## config.mk

```make
export PLATFORM = sky130hd
export DESIGN_NAME = comp_top
export DESIGN_NICKNAME = d
export VERILOG_FILES = /design/src/rtl/comp_pkg.sv /design/src/rtl/comp_slice.sv /design/src/rtl/comp_top.sv
export SDC_FILE = /design/constraint.sdc
export NUM_CORES = 1
export LEC_CHECK = 0
export BUFFER_PORTS_ARGS = -buffer_cell sky130_fd_sc_hd__buf_2
export CAP_MARGIN = 30
export CORE_MARGIN = 3
export CORE_UTILIZATION = 40
export CTS_CLUSTER_SIZE = 24
export DETAILED_ROUTE_END_ITERATION = 10
export GPL_TIMING_DRIVEN = 0
export PLACE_DENSITY = 0.72
export REMOVE_ABC_BUFFERS = 1
export SYNTH_ARGS = -nofsm -noshare
export SYNTH_HDL_FRONTEND = slang
export SYNTH_HIERARCHICAL = 1
export SYNTH_SLANG_ARGS = --single-unit
export TNS_END_PERCENT = 10
```

## constraint.sdc

```tcl
create_clock -name clk -period 0.8 [get_ports clk]
set_clock_uncertainty 0.2 [all_clocks]
set_input_delay 0.08 -clock clk [delete_from_list [all_inputs] [get_ports clk]]
set_output_delay 0.08 -clock clk [all_outputs]
set_load 0.05 [all_outputs]
```

## src/rtl/comp_pkg.sv

```systemverilog
`default_nettype none
// ============================================================================
//  Module      : comp_pkg
//  Description : Shared constants for the hierarchical magnitude comparator.
//                Holds the default operand width and the slice width used to
//                split the operands into 4-bit comparator slices.
//  Revision    : 1.0 - initial release
// ============================================================================
package comp_pkg;

    // Default operand width; must be a multiple of SLICE_W.
    localparam int WIDTH_DEFAULT = 16;

    // Width of one comp_slice magnitude comparator.
    localparam int SLICE_W = 4;

    // Number of slices needed to cover an operand of width w.
    function automatic int num_slices(input int w);
        return w / SLICE_W;
    endfunction

endpackage : comp_pkg
`default_nettype wire

```

## src/rtl/comp_slice.sv

```systemverilog
`default_nettype none
// ============================================================================
//  Module      : comp_slice
//  Description : Purely combinational 4-bit unsigned magnitude comparator.
//  Ports       : a, b - slice operands (unsigned)
//                gt   - 1 when a > b
//                eq   - 1 when a == b
//  Revision    : 1.0 - initial release
// ============================================================================
module comp_slice
    import comp_pkg::*;
(
    input  logic [SLICE_W-1:0] a,
    input  logic [SLICE_W-1:0] b,
    output logic               gt,
    output logic               eq
);

    assign gt = (a > b);
    assign eq = (a == b);

endmodule : comp_slice
`default_nettype wire

```

## src/rtl/comp_top.sv

```systemverilog
`default_nettype none
// ============================================================================
//  Module      : comp_top
//  Description : Registered signed/unsigned magnitude comparator. Operands are
//                split into 4-bit slices; per-slice GT/EQ results are merged
//                with the most significant slice dominant. Result flags are
//                registered with one cycle of latency.
//  Ports       : clk       - clock, rising edge
//                rst       - asynchronous active-high reset, clears all flags
//                in0, in1  - operands, WIDTH bits
//                is_signed - 1: two's-complement compare, 0: unsigned compare
//                GT/LT/ET  - registered in0 >, <, == in1
//  Revision    : 1.0 - initial release
// ============================================================================
module comp_top
    import comp_pkg::*;
#(
    parameter int WIDTH = WIDTH_DEFAULT
)
(
    input  logic             clk,
    input  logic             rst,
    input  logic [WIDTH-1:0] in0,
    input  logic [WIDTH-1:0] in1,
    input  logic             is_signed,
    output logic             GT,
    output logic             LT,
    output logic             ET
);

    localparam int NUM_SL = num_slices(WIDTH);

    logic [WIDTH-1:0]  w_a;
    logic [WIDTH-1:0]  w_b;
    logic [NUM_SL-1:0] w_sl_gt;
    logic [NUM_SL-1:0] w_sl_eq;
    logic              w_gt;
    logic              w_eq;

    logic              gt_d, lt_d, et_d;
    logic              gt_q, lt_q, et_q;

    // Flipping the sign bit of both operands maps two's-complement ordering
    // onto unsigned ordering, so one unsigned compare serves both modes.
    // Equality is unaffected because both MSBs flip together.
    assign w_a = {in0[WIDTH-1] ^ is_signed, in0[WIDTH-2:0]};
    assign w_b = {in1[WIDTH-1] ^ is_signed, in1[WIDTH-2:0]};

    generate
        for (genvar gi = 0; gi < NUM_SL; gi++) begin : g_slice
            comp_slice u_slice (
                .a  (w_a[gi*SLICE_W +: SLICE_W]),
                .b  (w_b[gi*SLICE_W +: SLICE_W]),
                .gt (w_sl_gt[gi]),
                .eq (w_sl_eq[gi])
            );
        end
    endgenerate

    // Priority merge: walking from the LSB slice upward, a slice that is not
    // equal overrides everything below it, so the MSB slice has final say.
    always_comb begin
        w_gt = 1'b0;
        for (int i = 0; i < NUM_SL; i++) begin
            w_gt = w_sl_gt[i] | (w_sl_eq[i] & w_gt);
        end
    end

    assign w_eq = &w_sl_eq;

    assign gt_d = w_gt;
    assign et_d = w_eq;
    assign lt_d = ~w_gt & ~w_eq;

    always_ff @(posedge clk or posedge rst) begin
        if (rst) begin
            gt_q <= 1'b0;
            lt_q <= 1'b0;
            et_q <= 1'b0;
        end else begin
            gt_q <= gt_d;
            lt_q <= lt_d;
            et_q <= et_d;
        end
    end

    assign GT = gt_q;
    assign LT = lt_q;
    assign ET = et_q;

endmodule : comp_top
`default_nettype wire

```

Word level (Yosys, flattened, before mapping)
Index checks and enable logic that the tools add are counted.
{"block": "classes", "magnitude_cmp": 4, "n_eq_ne": 4, "n_bitwise": 11, "n_reduce_logical": 1}
{"cell": "equality test 4 bit", "n": 4}
{"cell": "> comparator 4 bit", "n": 4}
{"cell": "bitwise AND 1 bit", "n": 4}
{"cell": "AND reduction 4 bit", "n": 1}
{"cell": "bitwise OR 1 bit", "n": 3}
{"cell": "inverter 1 bit", "n": 2}
{"cell": "bitwise XOR 1 bit", "n": 2}
{"block": "word_totals", "ff_bits": 3, "output_inout_bits": 3, "wordCells": 23}

Logic depth before layout (Yosys ltp)
{"block": "logic_depth", "depth_word": 9, "depth_mapped": 7, "mapped_depth_nobuf": 7}

Hierarchy
The synthesis kept the hierarchy.
{"module": "comp_slice", "n_inst": 4, "cells_each": 13, "area_each_um2": 108.9}
{"module": "comp_top", "n_inst": 1, "cells_each": 16, "area_each_um2": 151.4}

Least setup slack after synthesis
No wires, ideal clock.
{"block": "synth_path", "kind": "input port to flip-flop", "start": "input in1[15]", "end": "register lt_q (netlist: LT)", "arrival_time_ns": 1.281, "required_time_ns": 0.476, "path_slack_ns": -0.805, "path_stages": 7, "path_buffers": 0, "cell_sequence": "xor2_1 -> inv_1 -> ha_1 -> and4_1 -> a21oi_2 -> nor3_1 -> a211o_1"}
{"block": "synth_between", "elab_chain_cells": 6}
{"item": "from (decl)", "line": "comp_top.sv:24", "rtl": "input logic [WIDTH-1:0] in1,"}
{"item": "bitwise XOR 1 bit (*)", "line": "comp_top.sv:47", "rtl": "assign w_b = {in1[WIDTH-1] ^ is_signed, in1[WIDTH-2:0]};"}
{"item": "equality test 4 bit (*)", "line": "comp_slice.sv:20", "rtl": "assign eq = (a == b);"}
{"item": "via w_sl_eq[3]", "line": "comp_top.sv:36", "rtl": "logic [NUM_SL-1:0] w_sl_eq;"}
{"item": "bitwise AND 1 bit", "line": "comp_top.sv:65", "rtl": "w_gt = w_sl_gt[i] | (w_sl_eq[i] & w_gt);"}
{"item": "bitwise OR 1 bit", "line": "comp_top.sv:65"}
{"item": "inverter 1 bit", "line": "comp_top.sv:73", "rtl": "assign lt_d = ~w_gt & ~w_eq;"}
{"item": "bitwise AND 1 bit (*)", "line": "comp_top.sv:73"}
{"item": "via lt_d", "line": "comp_top.sv:40", "rtl": "logic gt_d, lt_d, et_d;"}
{"item": "to (signal assigned)", "line": "comp_top.sv:82", "rtl": "lt_q <= lt_d;"}
{"item": "to (decl)", "line": "comp_top.sv:41", "rtl": "logic gt_q, lt_q, et_q;"}
The timed path passes the listed nets; every way through them passes the cells marked *.

Worst setup path after layout
{"block": "layout_path", "start": "input in0[11]", "end": "register lt_q (netlist: LT)"}
{"block": "layout_between", "elab_chain_cells": 7}
{"item": "from (decl)", "line": "comp_top.sv:23", "rtl": "input logic [WIDTH-1:0] in0,"}
{"item": "equality test 4 bit (*)", "line": "comp_slice.sv:20"}
{"item": "via w_sl_eq[2]", "line": "comp_top.sv:36"}
{"item": "bitwise AND 1 bit", "line": "comp_top.sv:65"}
{"item": "bitwise OR 1 bit", "line": "comp_top.sv:65"}
{"item": "bitwise AND 1 bit", "line": "comp_top.sv:65"}
{"item": "bitwise OR 1 bit", "line": "comp_top.sv:65"}
{"item": "inverter 1 bit", "line": "comp_top.sv:73"}
{"item": "bitwise AND 1 bit (*)", "line": "comp_top.sv:73"}
{"item": "via lt_d", "line": "comp_top.sv:40"}
Marks and branches as above.

==> flow_summary.yaml <==
detailed_routing:
  wire_per_inst_um: 10.70
  drc_errors: 0
  dr.pass1.iters: 4
  drt-total-wl_um: 1369
  viasPerCell: 4.891
  via_count: 626
  detail-route-antenna-nets: 0
  dr.first_iter.drc_count: 6
grt:
  grt_pass1_vias: 624
  grt_remaining_overflow: 0
  grt_max_degree: 5
  antenna_found_initial: 0
  grt_usage: 0.1576
  grt_pass1_wl_um: 2346
synth:
  postSynthCellCount: 68
  ys_warn_count: 6
  ys_ff_latch: 3
  yosysTopAreaCell: "ha_1"
  avgSynthCellArea_um2: 8.630
  ys_seq_area_frac: 0.1279
  netlist.area_leader.share: 0.3412
  synth_area_leaders: "ha_1 34%, dfrtp_1 13%, inv_1 11%"
  synth_cell_types: 14
  netlist_area_um2: 586.8
worst_setup_path:
  crit_path_max_fanout: 4
  critPathLaunchType: "input port"
  critPathKind: "in2reg"
  cp_slowest_cell: "ha_1"
  path_buf_inv: 1
  end_kind: "flip-flop"
  cp.arrival_ps: 1290
  cp.required_ps: 710
  path_delay_family: "compound AO/OA/AOI/OAI gates"
  path_cells: "buf_2 > ha_1 > and4_1 > a21oi_2 > nor3_1 > a211o_1"
  crit_path_max_incr_delay_ps: 320
cells_and_area:
  post-route-util: 0.6970
  insertedDiodeCount: 0
  register_area_um2: 75.07
  final_common_cell: "buf_2"
  layout_common_cells: "32 x buf_2, 17 x inv_1, 15 x ha_1"
  final_nets: 165
  layout-drive-gt1-share: 0.5398
  stdcell_count: 128
  multiInputGateArea_um2: 496.7
  area.growth.synth_to_final_pct: 58.42
  fillers: 116
outcome:
  failed_checks: "setup timing"
  status: "finished with violations"
clock_tree:
  clockRootBuffer: "clkbuf_4"
  cts.sinks: 3
  clockBufferDepth: 2
  cts.clk_slew.worst_paths_ps: 40
  cts-htree-levels: 1
  cts_buffers: 3
  cts_tree: "built"
floorplanning:
  die_h_um: 44.30
  die_w_um: 44.30
  fp.coreArea_um2: 1334
  start_util: 0.4400
  die_area_um2: 1962
  pin_count: 38
  rows: 13
sta:
  rsz0062_at_grt: "true"
  setup_slack_ps: -572.9
  tns_ps: -2221
  setup_violations: 6
  finalMaxSlewViolations: 0
  fmax_mhz: 728.4
  worstMarginPinSlew_ps: 184.8
  min_period_ps: 1373
  post-route-period-util: 1.716
  relSlewSlack: 0.8759
  hold_viol: 0
placement:
  routabilityCongestion: 0.7059
  dp_cells: 120
  io_buffers: 37
  hpwl_um: 1115
flow_run:
  drv_cap: 0
pwr:
  max-vdd-ir-drop_mv: 0.6062
  powerDensity_nw_per_um2: 1192
  p_leak_nw: 0.5261
worst_hold_path:
  hold_class: "in2async"
cells in the mapped netlist (all sizes together):
library cell,instances
inv,17
ha,16
a21oi,10
and4,5
nor2b,4
o211ai,4
dfrtp,3
nor3,2
o21ai,2
xor2,2
a211o,1
nand2,1
nor2,1
registers in the layout, summed over array words and instances, names as in the netlist:
signal and count:
GT 1, LT 1, ET 1
kinds of logic (layout without fill, tap and decap cells):
kind of cell / after synthesis / in the layout / synth area share
simple gates: 13 / 13 / 0.1642
fa+ha+maj: 16 / 16 / 0.3411
xor+xnor: 2 / 2 / 0.02986
flops: 3 / 3 / 0.1279
buf+inv: 17 / 62 / 0.1087
compound gates: 17 / 17 / 0.2281
through the flow:
step | power, mW | hold slack [ps] | setup slack [ps] | area, µm²
CTS | 1.091 | 52.04 | -563.2 | 914.6
finish | 1.108 | 65.02 | -572.9 | 929.6
global route | 1.207 | 68.30 | -642.7 | 929.6
floorplan | 0.5336 | -366.4 | -804.9 | 586.8
detailed placement | 0.6912 | -250.6 | -1031 | 790.8
global placement | 0.6767 | -258.1 | -1011 | 790.8
final cells by class:
class | instances | area share
well taps | 15 | 0.02019
clock buffers | 4 | 0.02826
repair buffers | 41 | 0.2678
inverters | 17 | 0.06864
flip-flops and latches | 3 | 0.08075
multi-input cells | 48 | 0.5343
what timing repair did:
item / 4_1_cts / 5_1_grt
endpoints found under the hold margin: 3 / 0
gates resized for setup: 19 / 1
buffers inserted: 1 / 2
endpoints found under the setup margin: 6 / 6
pin swaps: 6 / 3
hold buffers: 1 / 0
power by group:
group	switching [mW]	total [mW]	internal, mW
sequential	0.0110	0.188	0.177
clock	0.0796	0.267	0.187
combinational	0.335	0.654	0.319
path summary, 6_finish.rpt:
check                        start  to  slack (ps)  depth (start not counted)
max in group asynchronous      rst  GT         210                          3
hold / removal                 rst  ET          70                          3
setup / recovery           in0[11]  LT        -570                          6
min in group clk            in1[0]  ET         290                          4
metal layers:
layer | vias to the layer above | track usage | routed length [µm]
met5 | - | 0 | 0
met1 | 277 | 0.1569 | 517
li1 | 327 | - | -
met4 | 0 | 0.05422 | 0
met2 | 22 | 0.3198 | 746
met3 | 0 | 0.02439 | 106
Note: power is estimated with default switching activity, not from simulation.
